### src/rtl/spi_shift_engine.sv
// SPI master shift engine: serialises a TX word onto mosi and assembles the
// received word from miso. Edge timing comes from the baud generator as
// one-cycle flag_low / flag_high pulses that arrive one PCLK ahead of the SCLK edge.
//
// state | meaning
// IDLE  | no frame pending; waiting for send_data
// ARMED | word and config loaded; waiting for ss to go low
// XFER  | shifting; edge pulses are processed until the last sample or until ss rises
module spi_shift_engine #(
  parameter int DATA_WIDTH = 16,
  parameter int CNT_W      = $clog2(DATA_WIDTH)
) (
  input  logic                  PCLK,
  input  logic                  PRESETn,
  input  logic                  ss,
  input  logic                  cpol,
  input  logic                  cpha,
  input  logic                  lsbfe,
  input  logic [CNT_W-1:0]      frame_len,
  input  logic                  send_data,
  input  logic [DATA_WIDTH-1:0] tx_data,
  input  logic                  flag_low,
  input  logic                  flag_high,
  input  logic                  miso,
  output logic                  mosi,
  output logic [DATA_WIDTH-1:0] rx_data,
  output logic                  rx_valid,
  output logic                  abort,
  output logic                  busy
);

  typedef enum logic [1:0] {S_IDLE, S_ARMED, S_XFER} state_t;

  // The counters carry one extra bit because the TX ordinal can step one past the last bit.
  localparam logic [CNT_W:0] CNT_ONE = (CNT_W+1)'(1);

  state_t                state_q;
  logic [DATA_WIDTH-1:0] tx_q, rx_asm_q, rx_asm_d, rx_data_q;
  logic [CNT_W-1:0]      len_q, len_d;
  logic                  lsbfe_q, cpha_q;
  logic [CNT_W:0]        rx_cnt_q, tx_cnt_q, tx_cnt_inc;
  logic                  mosi_q, rx_valid_q, abort_q, busy_q;
  logic                  mode_clk, sample_edge, shift_edge, last_sample;
  logic [CNT_W-1:0]      rx_bit, tx_bit_now, tx_bit_nxt, load_bit;

  // Maps a bit ordinal (the order of the bit on the wire) to a word bit position.
  function automatic logic [CNT_W-1:0] ord_to_bit(input logic [CNT_W-1:0] ord,
                                                  input logic lsb_first,
                                                  input logic [CNT_W-1:0] last);
    return lsb_first ? ord : last - ord;
  endfunction

  // Edge selection, bit positions and the clamped frame length.
  always_comb begin
    mode_clk    = cpol ^ cpha_q;
    sample_edge = mode_clk ? flag_low  : flag_high;
    shift_edge  = mode_clk ? flag_high : flag_low;
    tx_cnt_inc  = tx_cnt_q + CNT_ONE;
    last_sample = sample_edge && (rx_cnt_q == {1'b0, len_q});
    rx_bit      = ord_to_bit(rx_cnt_q[CNT_W-1:0], lsbfe_q, len_q);
    tx_bit_now  = ord_to_bit(tx_cnt_q[CNT_W-1:0], lsbfe_q, len_q);
    tx_bit_nxt  = ord_to_bit(tx_cnt_inc[CNT_W-1:0], lsbfe_q, len_q);
    len_d       = (int'(frame_len) > DATA_WIDTH-1) ? CNT_W'(DATA_WIDTH-1) : frame_len;
    load_bit    = lsbfe ? '0 : len_d;
  end

  // Receive assembly word with the current miso bit merged in on a sample edge.
  always_comb begin
    rx_asm_d = rx_asm_q;
    if (sample_edge) rx_asm_d[rx_bit] = miso;
  end

  // Frame FSM with the shift datapath and registered outputs.
  always_ff @(posedge PCLK or negedge PRESETn) begin
    if (!PRESETn) begin
      state_q    <= S_IDLE;
      tx_q       <= '0;
      rx_asm_q   <= '0;
      rx_data_q  <= '0;
      len_q      <= '0;
      lsbfe_q    <= 1'b0;
      cpha_q     <= 1'b0;
      rx_cnt_q   <= '0;
      tx_cnt_q   <= '0;
      mosi_q     <= 1'b0;
      rx_valid_q <= 1'b0;
      abort_q    <= 1'b0;
      busy_q     <= 1'b0;
    end else begin
      rx_valid_q <= 1'b0;
      abort_q    <= 1'b0;
      case (state_q)
        S_IDLE, S_ARMED: begin
          if (send_data) begin
            tx_q     <= tx_data;
            lsbfe_q  <= lsbfe;
            cpha_q   <= cpha;
            len_q    <= len_d;
            rx_asm_q <= '0;
            rx_cnt_q <= '0;
            tx_cnt_q <= '0;
            // With cpha=0 the first bit must already be valid on mosi before the first SCLK edge.
            if (!cpha) mosi_q <= tx_data[load_bit];
            busy_q   <= 1'b1;
            state_q  <= S_ARMED;
          end else if (state_q == S_ARMED && !ss) begin
            state_q <= S_XFER;
          end
        end
        S_XFER: begin
          // A final sample that coincides with ss rising still completes the frame.
          if (ss && !last_sample) begin
            abort_q <= 1'b1;
            busy_q  <= 1'b0;
            state_q <= S_IDLE;
          end else begin
            if (sample_edge) begin
              rx_asm_q <= rx_asm_d;
              rx_cnt_q <= rx_cnt_q + CNT_ONE;
            end
            if (last_sample) begin
              rx_data_q  <= rx_asm_d;
              rx_valid_q <= 1'b1;
              busy_q     <= 1'b0;
              state_q    <= S_IDLE;
            end
            if (shift_edge) begin
              if (cpha_q) begin
                if (tx_cnt_q <= {1'b0, len_q}) begin
                  mosi_q   <= tx_q[tx_bit_now];
                  tx_cnt_q <= tx_cnt_inc;
                end
              end else if (tx_cnt_inc <= {1'b0, len_q}) begin
                mosi_q   <= tx_q[tx_bit_nxt];
                tx_cnt_q <= tx_cnt_inc;
              end
            end
          end
        end
        default: begin
          busy_q  <= 1'b0;
          state_q <= S_IDLE;
        end
      endcase
    end
  end

  assign mosi     = mosi_q;
  assign rx_data  = rx_data_q;
  assign rx_valid = rx_valid_q;
  assign abort    = abort_q;
  assign busy     = busy_q;

endmodule
### config.mk
export PLATFORM = sky130hd
export DESIGN_NAME = spi_shift_engine
export DESIGN_NICKNAME = d
export VERILOG_FILES = /design/src/rtl/spi_shift_engine.sv
export SDC_FILE = /design/constraint.sdc
export NUM_CORES = 1
export LEC_CHECK = 0
export BUFFER_PORTS_ARGS = -buffer_cell sky130_fd_sc_hd__buf_2
export CAP_MARGIN = 10
export CORE_MARGIN = 1.5
export CORE_UTILIZATION = 35
export CTS_BUF_LIST = sky130_fd_sc_hd__clkbuf_8
export DETAILED_ROUTE_END_ITERATION = 12
export PLACE_DENSITY = 0.57
export SLEW_MARGIN = 20
export SYNTH_ARGS = -nofsm -noshare
export SYNTH_HDL_FRONTEND = slang
export SYNTH_SLANG_ARGS = --single-unit
### constraint.sdc
create_clock -name PCLK -period 4.1 [get_ports PCLK]
set_input_delay 0.82 -clock PCLK [delete_from_list [all_inputs] [get_ports PCLK]]
set_output_delay 0.82 -clock PCLK [all_outputs]
set_load 0.02 [all_outputs]
Word-level counts from Yosys, hierarchy flattened
Cells that the tools add are included.
{"block": "totals", "register_bits": 70, "inputBits": 30}
{"block": "op_classes", "addsub": 5, "order_cmp": 7, "eq_ne": 12, "muxes": 52, "bitwise_logic": 2, "reduce_logical": 16}
{"op": "two-way mux 16 bit", "count": 4}
{"op": "two-way mux 5 bit", "count": 8}
{"op": "case mux 16 bit (2 select lines)", "count": 1}
{"op": "two-way mux 1 bit", "count": 21}
{"op": "< comparator 4 x 5 -> 1 bit, second input constant", "count": 4}
{"op": "case mux 5 bit (2 select lines)", "count": 2}
{"op": "bitwise mux 16 bit", "count": 1}
{"op": "two-way mux 4 bit", "count": 4}
{"op": "binary-select mux 1 bit (select 4 bit)", "count": 3}
{"op": "inequality test 3 bit, second input constant", "count": 4}
{"op": "subtractor 4 bit", "count": 3}
{"op": "adder 5 x 1 -> 5 bit, second input constant", "count": 2}
{"op": "less-or-equal comparator 5 x 4 -> 1 bit", "count": 2}
{"op": "inequality test 2 bit, second input constant", "count": 5}
{"op": "two-way mux 2 bit", "count": 4}
{"op": "AND reduction 7 bit", "count": 1}
{"op": "AND reduction 2 bit", "count": 3}
{"op": "AND reduction 6 bit", "count": 1}
{"op": "== test 5 x 4 -> 1 bit", "count": 1}
{"op": "demux 1 bit (select 4 bit)", "count": 1}
{"op": "greater-or-equal comparator 4 x 1 -> 1 bit, second input constant", "count": 1}
{"op": "logical AND 1 bit", "count": 4}
{"op": "case mux 1 bit (2 select lines)", "count": 2}
{"op": "case mux 2 bit (2 select lines)", "count": 1}
{"op": "other kinds (10)", "count": 11}

Longest topological paths before layout
{"block": "logic_depth", "depth_word": 11, "depth_mapped": 12, "depth_no_buf": 11}

Worst setup path after synthesis
OpenSTA, ideal clock, no wires.
{"block": "synth_path", "kind": "flip-flop to flip-flop", "startpoint": "reg tx_cnt_q[0]", "endpoint": "reg mosi_q, in the netlist mosi", "setup_time_ps": 122, "t_arrival_ps": 3120, "required_time_ps": 3978, "slack_ps": 859, "stages_incl_launch_ff": 12, "path_buffers": 0, "period_less_slack_ps": 3241, "path_cell_list": "dfrtp_1 -> ha_1 -> xnor2_4 -> inv_1 -> ha_1 -> xor2_1 -> mux2i_4 -> mux4_2 -> mux2_2 -> o32ai_1 -> nand2_1 -> a32o_1"}
{"block": "synth_via", "elab_chain_cells": 10, "elab_cells_between_ends": 20}
{"item": "start, declared", "line_no": "41", "source": "logic [CNT_W:0] rx_cnt_q, tx_cnt_q, tx_cnt_inc;"}
{"item": "start signal, assigned", "line_no": "131", "source": "tx_cnt_q <= tx_cnt_inc;"}
{"item": "start signal, assigned", "line_no": "135", "source": "tx_cnt_q <= tx_cnt_inc;"}
{"item": "adder 5 x 1 -> 5 bit", "line_no": "58", "source": "tx_cnt_inc = tx_cnt_q + CNT_ONE;"}
{"item": "subtractor 4 bit", "line_no": "50", "source": "return lsb_first ? ord : last - ord;"}
{"item": "two-way mux 4 bit", "line_no": "50"}
{"item": "binary-select mux 1 bit (select 4 bit)", "line_no": "134", "source": "mosi_q <= tx_q[tx_bit_nxt];"}
{"item": "two-way mux 1 bit (not written as such)", "line_no": "134"}
{"item": "two-way mux 1 bit", "line_no": "133", "source": "end else if (tx_cnt_inc <= {1'b0, len_q}) begin"}
{"item": "two-way mux 1 bit", "line_no": "128", "source": "if (cpha_q) begin"}
{"item": "two-way mux 1 bit", "line_no": "127", "source": "if (shift_edge) begin"}
{"item": "two-way mux 1 bit", "line_no": "112", "source": "if (ss && !last_sample) begin"}
{"item": "case mux 1 bit (2 select lines)", "line_no": "92", "source": "case (state_q)"}
{"item": "end signal, assigned", "line_no": "103", "source": "if (!cpha) mosi_q <= tx_data[load_bit];"}
{"item": "end signal, assigned", "line_no": "130", "source": "mosi_q <= tx_q[tx_bit_now];"}
{"item": "end signal, assigned", "line_no": "134"}
{"item": "end, declared", "line_no": "42", "source": "logic mosi_q, rx_valid_q, abort_q, busy_q;"}
Parallel ways exist; a longest one is shown, timed or not. The select of a mux whose other input is x is not followed.
A chain may end at the register's enable or synchronous reset.

Final worst setup path
Ends and elaborated chain as after synthesis.

==> reports/metrics.cfg <==
[worst_setup_path]
r2r-start = tx_cnt_q[0]
r2r_cells = 11
worstPathRequired_ns = 4.36
slowest_delay_ns = 0.55
start_kind = flip-flop
endpoint_kind = flip-flop
arrival_ns = 3.82
crit_type = flip-flop to flip-flop
r2r_end = mosi
worstPathCellList = ha_1, xnor2_4, inv_1, ha_1, xor2_1, mux2i_4, mux4_2, mux2_2, o32ai_1, nand2_1, a32o_1
cp_max_fo = 7
reg2reg_slack_ns = 0.54
cpMostUsedCell = ha_1
cp_slowest_cell = mux4_2

[routing]
vias = 3846
first_pass_iters = 4
postRouteAntennaNets = 0
drc = 0
drt_wl_total_um = 11400
route.detailed.wl_per_inst_um = 15.6
post_drt_via_cell_ratio = 5.25
drt-initial-drc-count = 232

[die]
pin_count = 50
core_area_um2 = 12600
start_util_pct = 35.8
dieArea_um2 = 13600
die_y_um = 117
rows = 41
die_x_um = 117

[cts]
post-cts-setup-buffers = 0
cts_tree = built
post_cts_resized = 0
numCtsBuffers = 9
cts-root-buf = clkbuf_8
clk_latency_ns = 0.38
clk_path_buf_depth = 2
clk_pin_slew_ns = 0.09
cts_sinks = 70
htreeDepth = 3
holdBufCountCts = 0

[timing]
post-route-period-util_pct = 86.8
finClkSkew_ns = 0.0116
timing.fmax_ghz = 0.281
relSlewSlack_pct = 39.4
fin_tns_setup_ns = 0
worst_pin_slew_ns = 0.904
hold_viol_final = 0
rsz0062_at_grt = false
min_period_ns = 3.56
finalSetupViolCount = 0
slew_viol_final = 0

[final_layout]
final_cell_mix = nand2_1, dfrtp_1, nand3_1
drive_gt1_share_pct = 18.4
final_area_um2 = 5190
syn_to_final_growth_pct = 14.7
diodes = 0
final_common_cell = nand2_1
nets = 608

[pwr]
power_density_nw_per_um2 = 399
power.share.clock_pct = 30.8
p_int_mw = 1.35
leakage_nw = 2.33
p_seq_share_pct = 39.6
combPwrFrac_pct = 29.6
p_sw_mw = 0.718
swShare_pct = 34.7
peakVddDrop_v = 0.000208

[logic_synthesis]
synth_nets = 564
syn_area_um2 = 4520
synth_seq_area_share_pct = 38.7
async_flop_share_pct = 100
syn_avg_cell_area_um2 = 8.83
synth_edf_count = 0
synthFlopType = dfrtp_1
yosys_warnings = 0
yosys_register_bits = 70
yosys.cell_types.count = 54
synthesis.instances = 512

[hold_path]
hold_class = input port to asynchronous set/reset pin

[global_routing]
globalRouteOverflowTotal = 0
antenna_found_initial = 0
grt_usage_pct = 18.6
grt_pass1_vias = 3870
grt_pass1_wl_um = 19500
grt_max_degree = 47

[placement]
place_area_um2 = 4970
numPortBuffers = 49
dp_hpwl_um = 8520
gp_congestion = 0.884

[run_status]
status = completed

[run]
cap_viol_max_count = 0

-- cells by family after synthesis --
family                   share of synthesized area, %
AND/OR/NAND/NOR                                  22.9
AO/OA/AOI/OAI                                    16.3
flip-flops                                       38.7
buffers and inverters                            4.40
multiplexers                                     8.11
adder cells (fa/ha/maj)                          6.59
XOR/XNOR                                         2.93
-- cells in the mapped netlist, drive strengths merged (7+ instances only) --
cell | instances | share of area (%)
mux2i | 11 | 2.9
a21oi | 9 | 1.0
nor2b | 7 | 0.97
inv | 16 | 1.3
nand3 | 57 | 6.3
o21ai | 23 | 2.5
ha | 19 | 5.3
o21a | 10 | 1.7
buf | 14 | 1.7
mux4 | 7 | 3.5
nor2 | 35 | 2.9
o211ai | 22 | 3.7
xor2 | 7 | 1.4
dfrtp | 70 | 39
mux2 | 7 | 1.7
a31oi | 15 | 2.1
nand2 | 102 | 8.5
clkbuf | 16 | 1.3
-- power by group through the flow --
stage               Combinational (mW)  Clock [mW]  Sequential [mW]
floorplan                        0.377           0            0.875
global placement                 0.608           0            0.831
detailed placement               0.615           0            0.835
CTS                              0.618       0.652            0.822
global route                     0.686       0.684            0.832
finish                           0.613       0.638            0.821
-- layout make-up --
cell class / count / area (um2)
Clock inverter: 7 / 97.6
Tap cell: 172 / 215
Sequential cell: 70 / 1750
Inverter: 16 / 60.1
Timing Repair Buffer: 63 / 350
Clock buffer: 9 / 124
Multi-Input combinational cell: 396 / 2590
Fill cell: 1285 / 7430
-- registers in the layout, indices dropped and copies added, names as in the netlist --
signal    cells
rx_cnt_q      5
mosi          1
state_q       2
rx_data      16
abort         1
rx_valid      1
lsbfe_q       1
busy          1
len_q         4
cpha_q        1
rx_asm_q     16
tx_cnt_q      5
tx_q         16
-- worst max-delay path: cells and delay by family, from the launching register on --
kind	cells	cell delay, ns
and+or+nand+nor	1	0.09
adders and majority gates	2	0.70
muxes	3	1.16
DFF	1	0.47
xor gates and xnor gates	2	0.46
buffers and inverters	1	0.07
AOI/OAI and AO/OA	2	0.51
-- metal layers --
metal  routed length, um  track usage (%)  vias up
li1                    -                -     1909
met1                5660             27.1     1832
met2                5050             28.0      101
met3                 627             3.63        4
met4                  71             6.10        0
met5                   0                0        -
-- worst max-delay path by stage --
stage	from	endpoint	slack, ns	cells after the start
3_3_place_gp	tx_cnt_q[0]	mosi	0.65	11
5_1_grt	tx_cnt_q[0]	mosi	0.40	11
6_report	tx_cnt_q[0]	mosi	0.54	11
4_1_cts	tx_cnt_q[0]	mosi	0.54	11
3_5_place_dp	tx_cnt_q[0]	mosi	0.56	11
2_1_floorplan	tx_cnt_q[0]	mosi	0.86	11
-- metrics by stage --
| stage | worst slack, ns | utilization, % | std cells | hold WS, ns | power (mW) |
|---|---|---|---|---|---|
| 2_1_floorplan | 0.859 | - | 512 | 0.457 | 1.25 |
| 3_3_place_gp | 0.653 | 39.4 | 717 | 0.461 | 1.44 |
| 3_5_place_dp | 0.561 | 39.4 | 717 | 0.465 | 1.45 |
| 4_1_cts | 0.536 | 41.1 | 733 | 0.433 | 2.09 |
| 5_1_grt | 0.400 | 41.1 | 733 | 0.456 | 2.20 |
| 6_report | 0.539 | 41.1 | 733 | 0.432 | 2.07 |
Power figures use the tool's default switching activity.
